File: config.mk
export PLATFORM = sky130hd
export DESIGN_NAME = s_regfile_sb
export DESIGN_NICKNAME = d
export VERILOG_FILES = /design/src/rtl/s_regfile_sb.sv
export SDC_FILE = /design/constraint.sdc
export NUM_CORES = 2
export LEC_CHECK = 0
export BUFFER_PORTS_ARGS = -buffer_cell sky130_fd_sc_hd__buf_2
export CAP_MARGIN = 20
export CELL_PAD_IN_SITES_DETAIL_PLACEMENT = 1
export CELL_PAD_IN_SITES_GLOBAL_PLACEMENT = 1
export CORE_ASPECT_RATIO = 0.9
export CORE_MARGIN = 5
export CORE_UTILIZATION = 43
export DETAILED_ROUTE_END_ITERATION = 12
export GPL_TIMING_DRIVEN = 0
export PLACE_DENSITY_LB_ADDON = 0.1
export REMOVE_ABC_BUFFERS = 1
export SETUP_SLACK_MARGIN = 0.1
export SLEW_MARGIN = 20
export SYNTH_ARGS = -nofsm -noshare
export SYNTH_HDL_FRONTEND = slang
export SYNTH_SLANG_ARGS = --single-unit
File: constraint.sdc
create_clock -name clk -period 3 [get_ports clk]
set_input_delay 0.6 -clock clk [delete_from_list [all_inputs] [get_ports clk]]
set_output_delay 0.6 -clock clk [all_outputs]
set_load 0.01 [all_outputs]
File: src/rtl/s_regfile_sb.sv
// s_regfile_sb: scalar register file with reservation scoreboard and NWR write-back channels; SREG_BYPASS_EN adds same-cycle forwarding.
// Reads are combinational, writes and busy changes land one edge later; issue is held (o_iss_ready low) while a used or reserved register is busy.
module s_regfile_sb #(
    parameter int WIDTH    = 64,
    parameter int DEPTH    = 8,
    parameter int LOGDEPTH = 3,
    parameter int NWR      = 2
) (
    input  logic                      clk,
    input  logic                      rst,
    input  logic [LOGDEPTH-1:0]       i_j_addr,
    input  logic [LOGDEPTH-1:0]       i_k_addr,
    input  logic [LOGDEPTH-1:0]       i_i_addr,
    output logic [WIDTH-1:0]          o_j_data,
    output logic [WIDTH-1:0]          o_k_data,
    output logic [WIDTH-1:0]          o_i_data,
    input  logic [LOGDEPTH-1:0]       i_ex_addr,
    output logic [WIDTH-1:0]          o_ex_data,
    input  logic                      i_iss_valid,
    input  logic                      i_iss_use_j,
    input  logic                      i_iss_use_k,
    input  logic                      i_iss_use_i,
    input  logic                      i_iss_rsv,
    output logic                      o_iss_ready,
    input  logic [NWR-1:0]            i_wr_en,
    input  logic [NWR*LOGDEPTH-1:0]   i_wr_addr,
    input  logic [NWR*WIDTH-1:0]      i_wr_data,
    output logic [DEPTH-1:0]          o_busy,
    output logic                      o_s0_pos,
    output logic                      o_s0_neg,
    output logic                      o_s0_zero,
    output logic                      o_s0_nzero,
    output logic                      o_err_unrsv,
    output logic                      o_err_collide
);

    logic [WIDTH-1:0]    data_q [DEPTH];
    logic [DEPTH-1:0]    busy_q, busy_d;
    logic                err_unrsv_q, err_unrsv_d;
    logic                err_collide_q, err_collide_d;
    logic [DEPTH-1:0]    wr_hit;
    logic [WIDTH-1:0]    wr_val [DEPTH];
    logic [WIDTH:0]      j_fwd, k_fwd, i_fwd;
    logic                j_busy, k_busy, i_busy;
    logic                iss_fire;

    // Merge channels per register; later channels overwrite earlier ones so the highest wins.
    always_comb begin
        logic [LOGDEPTH-1:0] a;
        wr_hit        = '0;
        err_unrsv_d   = err_unrsv_q;
        err_collide_d = err_collide_q;
        a             = '0;
        for (int r = 0; r < DEPTH; r++) wr_val[r] = '0;
        for (int n = 0; n < NWR; n++) begin
            if (i_wr_en[n]) begin
                a = i_wr_addr[n*LOGDEPTH +: LOGDEPTH];
                if (wr_hit[a])  err_collide_d = 1'b1;
                if (!busy_q[a]) err_unrsv_d   = 1'b1;
                wr_hit[a] = 1'b1;
                wr_val[a] = i_wr_data[n*WIDTH +: WIDTH];
            end
        end
    end

`ifdef SREG_BYPASS_EN
    function automatic logic [WIDTH:0] fwd(input logic [LOGDEPTH-1:0]     a,
                                           input logic [NWR-1:0]          en,
                                           input logic [NWR*LOGDEPTH-1:0] wa,
                                           input logic [NWR*WIDTH-1:0]    wd);
        fwd = '0;
        for (int n = 0; n < NWR; n++) begin
            if (en[n] && wa[n*LOGDEPTH +: LOGDEPTH] == a) fwd = {1'b1, wd[n*WIDTH +: WIDTH]};
        end
    endfunction

    assign j_fwd = fwd(i_j_addr, i_wr_en, i_wr_addr, i_wr_data);
    assign k_fwd = fwd(i_k_addr, i_wr_en, i_wr_addr, i_wr_data);
    assign i_fwd = fwd(i_i_addr, i_wr_en, i_wr_addr, i_wr_data);
`else
    assign j_fwd = '0;
    assign k_fwd = '0;
    assign i_fwd = '0;
`endif

    assign o_j_data  = j_fwd[WIDTH]       ? j_fwd[WIDTH-1:0] :
                       (i_j_addr == '0)   ? '0 : data_q[i_j_addr];
    assign o_k_data  = k_fwd[WIDTH]       ? k_fwd[WIDTH-1:0] :
                       (i_k_addr == '0)   ? {1'b1, {(WIDTH-1){1'b0}}} : data_q[i_k_addr];
    assign o_i_data  = i_fwd[WIDTH]       ? i_fwd[WIDTH-1:0] : data_q[i_i_addr];
    assign o_ex_data = data_q[i_ex_addr];

    // A register being forwarded this cycle no longer blocks issue.
    assign j_busy = busy_q[i_j_addr] & ~j_fwd[WIDTH];
    assign k_busy = busy_q[i_k_addr] & ~k_fwd[WIDTH];
    assign i_busy = busy_q[i_i_addr] & ~i_fwd[WIDTH];

    assign o_iss_ready = !((i_iss_use_j && j_busy) ||
                           (i_iss_use_k && k_busy) ||
                           ((i_iss_use_i || i_iss_rsv) && i_busy));
    assign iss_fire    = i_iss_valid && o_iss_ready && i_iss_rsv;

    always_comb begin
        busy_d = busy_q & ~wr_hit;
        if (iss_fire) busy_d[i_i_addr] = 1'b1;
    end

    always_ff @(posedge clk) begin
        if (rst) begin
            for (int r = 0; r < DEPTH; r++) data_q[r] <= '0;
            busy_q        <= '0;
            err_unrsv_q   <= 1'b0;
            err_collide_q <= 1'b0;
        end else begin
            for (int r = 0; r < DEPTH; r++) begin
                if (wr_hit[r]) data_q[r] <= wr_val[r];
            end
            busy_q        <= busy_d;
            err_unrsv_q   <= err_unrsv_d;
            err_collide_q <= err_collide_d;
        end
    end

    assign o_busy        = busy_q;
    assign o_s0_neg      = data_q[0][WIDTH-1];
    assign o_s0_pos      = ~data_q[0][WIDTH-1];
    assign o_s0_zero     = (data_q[0] == '0);
    assign o_s0_nzero    = (data_q[0] != '0);
    assign o_err_unrsv   = err_unrsv_q;
    assign o_err_collide = err_collide_q;

endmodule

# Word level (Yosys, flattened, before mapping)
# Memory sizes are Yosys's and may differ from the RTL's.
# Cells that the tools add are included.
# word_totals
regBits	10
latchBits	0
ramBits	512
rom_bits	8
elab_cells	124
mem_count	2
# mem_list
memory	words	word_bits	rd	rd_clocked_by_memory_dff	wr	line_no	text
data_q	8	64	5	0	8	37	logic [WIDTH-1:0] data_q [DEPTH];
(no name shown)	8	1	1	0	0	58	if (wr_hit[a]) err_collide_d = 1'b1;
# classes
addsub	0
multipliers	0
div_mod_pow	0
magnitude_cmp	12
eq_ne	0
shifts	0
n_mux	73
bitwise	16
reduce_logical	18
# ops
operator	n
two-way mux 512 bit	2
two-way mux 64 bit	12
AND 512 bit	1
bitwise mux 512 bit	1
demux 64 bit (select 3 bit)	2
logical NOT 64 bit	1
nonzero test 64 bit	1
two-way mux 1 bit	44
two-way mux 8 bit	3
less-than comparator 3 x 4 -> 1 bit, second input constant	5
binary-select mux 1 bit (select 3 bit)	6
OR 8 bit	2
logical AND 1 bit	10
demux 1 bit (select 3 bit)	3
greater-or-equal comparator 3 x 1 -> 1 bit, second input constant	3
AND 8 bit	1
greater-or-equal comparator 4 bit, second input constant	2
less-than comparator 4 x 1 -> 1 bit, second input constant	2
NOT 3 -> 4 bit	2
NOT 8 bit	1
OR 1 bit	8
logical NOT 3 bit	2
logical OR 1 bit	3
logical NOT 1 bit	1
NOT 1 bit	1

# Logic depth before layout (Yosys ltp)
# logic_depth
depth_word	11
ltp_mapped	8
ltp_nobuf	4

# Worst setup path after synthesis
# Ideal clock, no wire load.
# synth_timing
kind	input to register
startpoint	input i_wr_addr[3]
endpoint	memory data_q[0][0] (enable)
setup_time_ns	0.418
t_arrival_ns	2.811
path_slack_ns	-0.229
path_stages	5
path_buffers	2
path_cell_list	buf_2 -> nor4b_1 -> clkbuf_1 -> nor3_1 -> inv_1
# synth_lines
element	line_no	text
from (decl)	26	input logic [NWR*LOGDEPTH-1:0] i_wr_addr,
to (decl)	37	

==> flow_summary_export.csv <==
group,metric,value,unit
sta,hold_viol,0,
final_layout,final_common_cell,"a22oi_1",
routing,drt_pass1_iterations,8,
sta,clock.fmax,0.305,GHz
synthesis,syn_area,0.0379,mm^2
routing,finalWirelength,214000,um
power_and_ir_drop,powerDensity,486,mW/mm^2
synthesis,synth_edf_count,512,
floorplan,die_h,292,um
routing,vias_per_cell,7.65,
power_and_ir_drop,vdd_drop_max,0.396,mV
sta,grt_setup_unrepaired,"true",
sta,max_slew_margin,32.1,%
global_routing,grt_pass1_vias,38000,
routing,detail_route.iter0.violations,7004,
outcome,status,"finished, violations left",
synthesis,synth_ff_type,"edfxtp_1",
worst_setup_path,path_buf_inv,1,
sta,finalCritPeriodShare,109,%
clock_network,clk-insertion-delay-late,0.64,ns
global_routing,track_usage,43.4,%
clock_network,tritoncts,"built",
sta,skew,0.00396,ns
final_layout,fillers,8887,
sta,report.final.slew_viol_count,0,
final_layout,fin_cells,4974,
routing,drtAntennaViolNets,0,
final_layout,area.growth.synth_to_final,26.8,%
worst_setup_path,critPathTopFamily,"simple AND/OR/NAND/NOR gates",
worst_setup_path,max_stage_delay,0.61,ns
routing,dr_total_vias,38000,
flow_run,drv_cap,0,
power_and_ir_drop,p_leak,17.3,nW
synthesis,ys_seq_elements,522,
final_layout,drive_gt1_share,38.9,%
final_layout,final_net_count,3894,
worst_setup_path,crit_type,"register to output port",
floorplan,die_x,323,um
clock_network,cts_sinks,522,
placed_design,dp_hpwl,124000,um
min_path,hold_class,"primary input to register",
worst_setup_path,cp-end-kind,"output port",
synthesis,async_flop_share,0,%
sta,fin_ws,-0.282,ns
worst_setup_path,cp.required,2.40,ns
worst_setup_path,crit_slowest_cell,"or4_4",
synthesis,yosysWarnings,0,
worst_setup_path,start_kind,"register",
clock_network,postCtsHoldBufs,0,
routing,wl_per_cell,43.1,um
global_routing,grt_max_degree,135,
floorplan,dieArea,0.0941,mm^2
clock_network,cts_made_buffers,60,
clock_network,clockBufferDepth,3,
floorplan,ioPinCount,426,
placed_design,portBuffers,425,
worst_setup_path,path_cells,"nor4_4, nand4_1, or4_4, buf_2",
sta,layout_min_cycle_time,3.28,ns
clock_network,root_buffer,"clkbuf_16",
sta,setup-violations-final,2,
worst_setup_path,worstPathArrival,2.68,ns
synthesis,syn_avg_cell_area,11.0,um^2
routing,route.detailed.drc,0,
global_routing,antenna_found_initial,46,
outcome,violations,"negative setup slack",
synthesis,synth-seq-area-share,41.1,%
placed_design,dp_slack,-1.31,ns
placed_design,gp_congestion,0.846,
floorplan,core,0.0876,mm^2
sta,fin_setup_tns,-0.562,ns
floorplan,rows,103,
clock_network,ctsHtreeMaxLevel,2,
synthesis,ys_types,55,
placed_design,dp_cells,4670,
global_routing,grt_pass1_wl,292000,um
clock_network,clkTransAtPathRegs,0.06,ns
final_layout,final_cell_mix,"a22oi_1 (612), nor2_1 (537), edfxtp_1 (512), buf_2 (430), mux4_2 (276)",
global_routing,overflow,0,
synthesis,syn_inst,3442,
worst_setup_path,crit_fanout,3,
sta,tightest_slew,1.02,ns
floorplan,start_util,43.2,%
flip-flops by register name, indices dropped and copies added (netlist names):
| register | cells |
|---|---|
| data_q | 512 |
| o_busy | 8 |
| o_err_collide | 1 |
| o_err_unrsv | 1 |
kinds of logic after synthesis:
kind of cell,after synthesis,synth area share [%]
simple gates,760,8.29
xor+xnor,3,0.0694
flops,522,41.1
mux,567,24.9
compound gates,1016,19.4
buf+inv,574,6.27
report_power, final:
group	switching [mW]	internal, mW
sequential	0.692	8.66
combinational	3.55	2.66
clock	3.26	4.52
layer usage:
layer  GRT usage (%)  vias to the layer above  routed length, um
met5               0                        -                213
met4            29.2                       28              17200
met3            15.0                     1065              30800
met2            66.3                     3653              94800
met1            52.0                    19000              71300
li1                -                    14300                  -
timing repair:
item                                    in CTS  in global routing
gates cloned                                40                  4
setup buffers                               81                 37
endpoints found under the hold margin        0                  0
endpoints found under the setup margin     242                 83
resized for setup                          162                 72
pin swaps                                   27                 25
worst paths after layout:
kind	start	end	slack, ns	cells past startpoint
worst min register to register	o_err_unrsv	o_err_unrsv	0.50	2
worst max register to register	o_busy[3]	o_busy[1]	1.07	5
worst max-delay path	data_q[0][48]	o_s0_nzero	-0.28	4
worst min-delay path	i_wr_data[54]	data_q[6][54]	0.38	3
synthesized netlist by cell type, types with 9 or more instances:
cell	n	share of area (%)
mux2_2	230	6.8
inv_1	73	0.72
buf_1	49	0.49
a22oi_1	631	13
mux2i_1	61	1.6
nor4_1	17	0.28
nor2_1	545	5.4
nand3_1	13	0.17
nand2_1	118	1.2
nor2b_1	13	0.21
clkbuf_1	294	2.9
a21oi_1	103	1.4
dfxtp_1	10	0.53
nand4_1	11	0.18
clkbuf_2	56	0.74
a211oi_1	15	0.30
o2bb2ai_1	9	0.21
buf_4	9	0.18
a22o_1	9	0.21
edfxtp_1	512	41
mux4_2	276	16
o21ai_0	93	1.2
a221oi_1	110	2.5
buf_2	93	1.2
metrics by stage:
stage               area, um^2  hold WS, ns  power, mW  utilization, %
finish                   48000        0.384       23.3            54.8
global route             48000        0.398       23.8            54.8
CTS                      47300        0.356       22.9            54.0
detailed placement       42600        0.478       14.7            48.6
global placement         39400        0.451       14.5            44.9
floorplan                35800        0.511       11.7               -
worst register-to-register path, cell delays in order, from the launching register on:
cell     delay (ns)
dfxtp_4        0.37
mux4_2         0.48
mux2_4         0.31
a22o_4         0.27
buf_4          0.17
o22ai_1        0.21
final cells by class:
cell class                 instances  area (um^2)  area share, %
multi-input combinational       2346        20800           43.2
sequential                       522        15600           32.5
timing repair buffer             736         7850           16.3
clock buffer                      74         1600           3.32
tap                             1155         1450           3.01
clock inverter                    38          417          0.867
inverter                          73          297          0.617
antenna                           30         75.1          0.156
(Power assumes the default switching activity.)
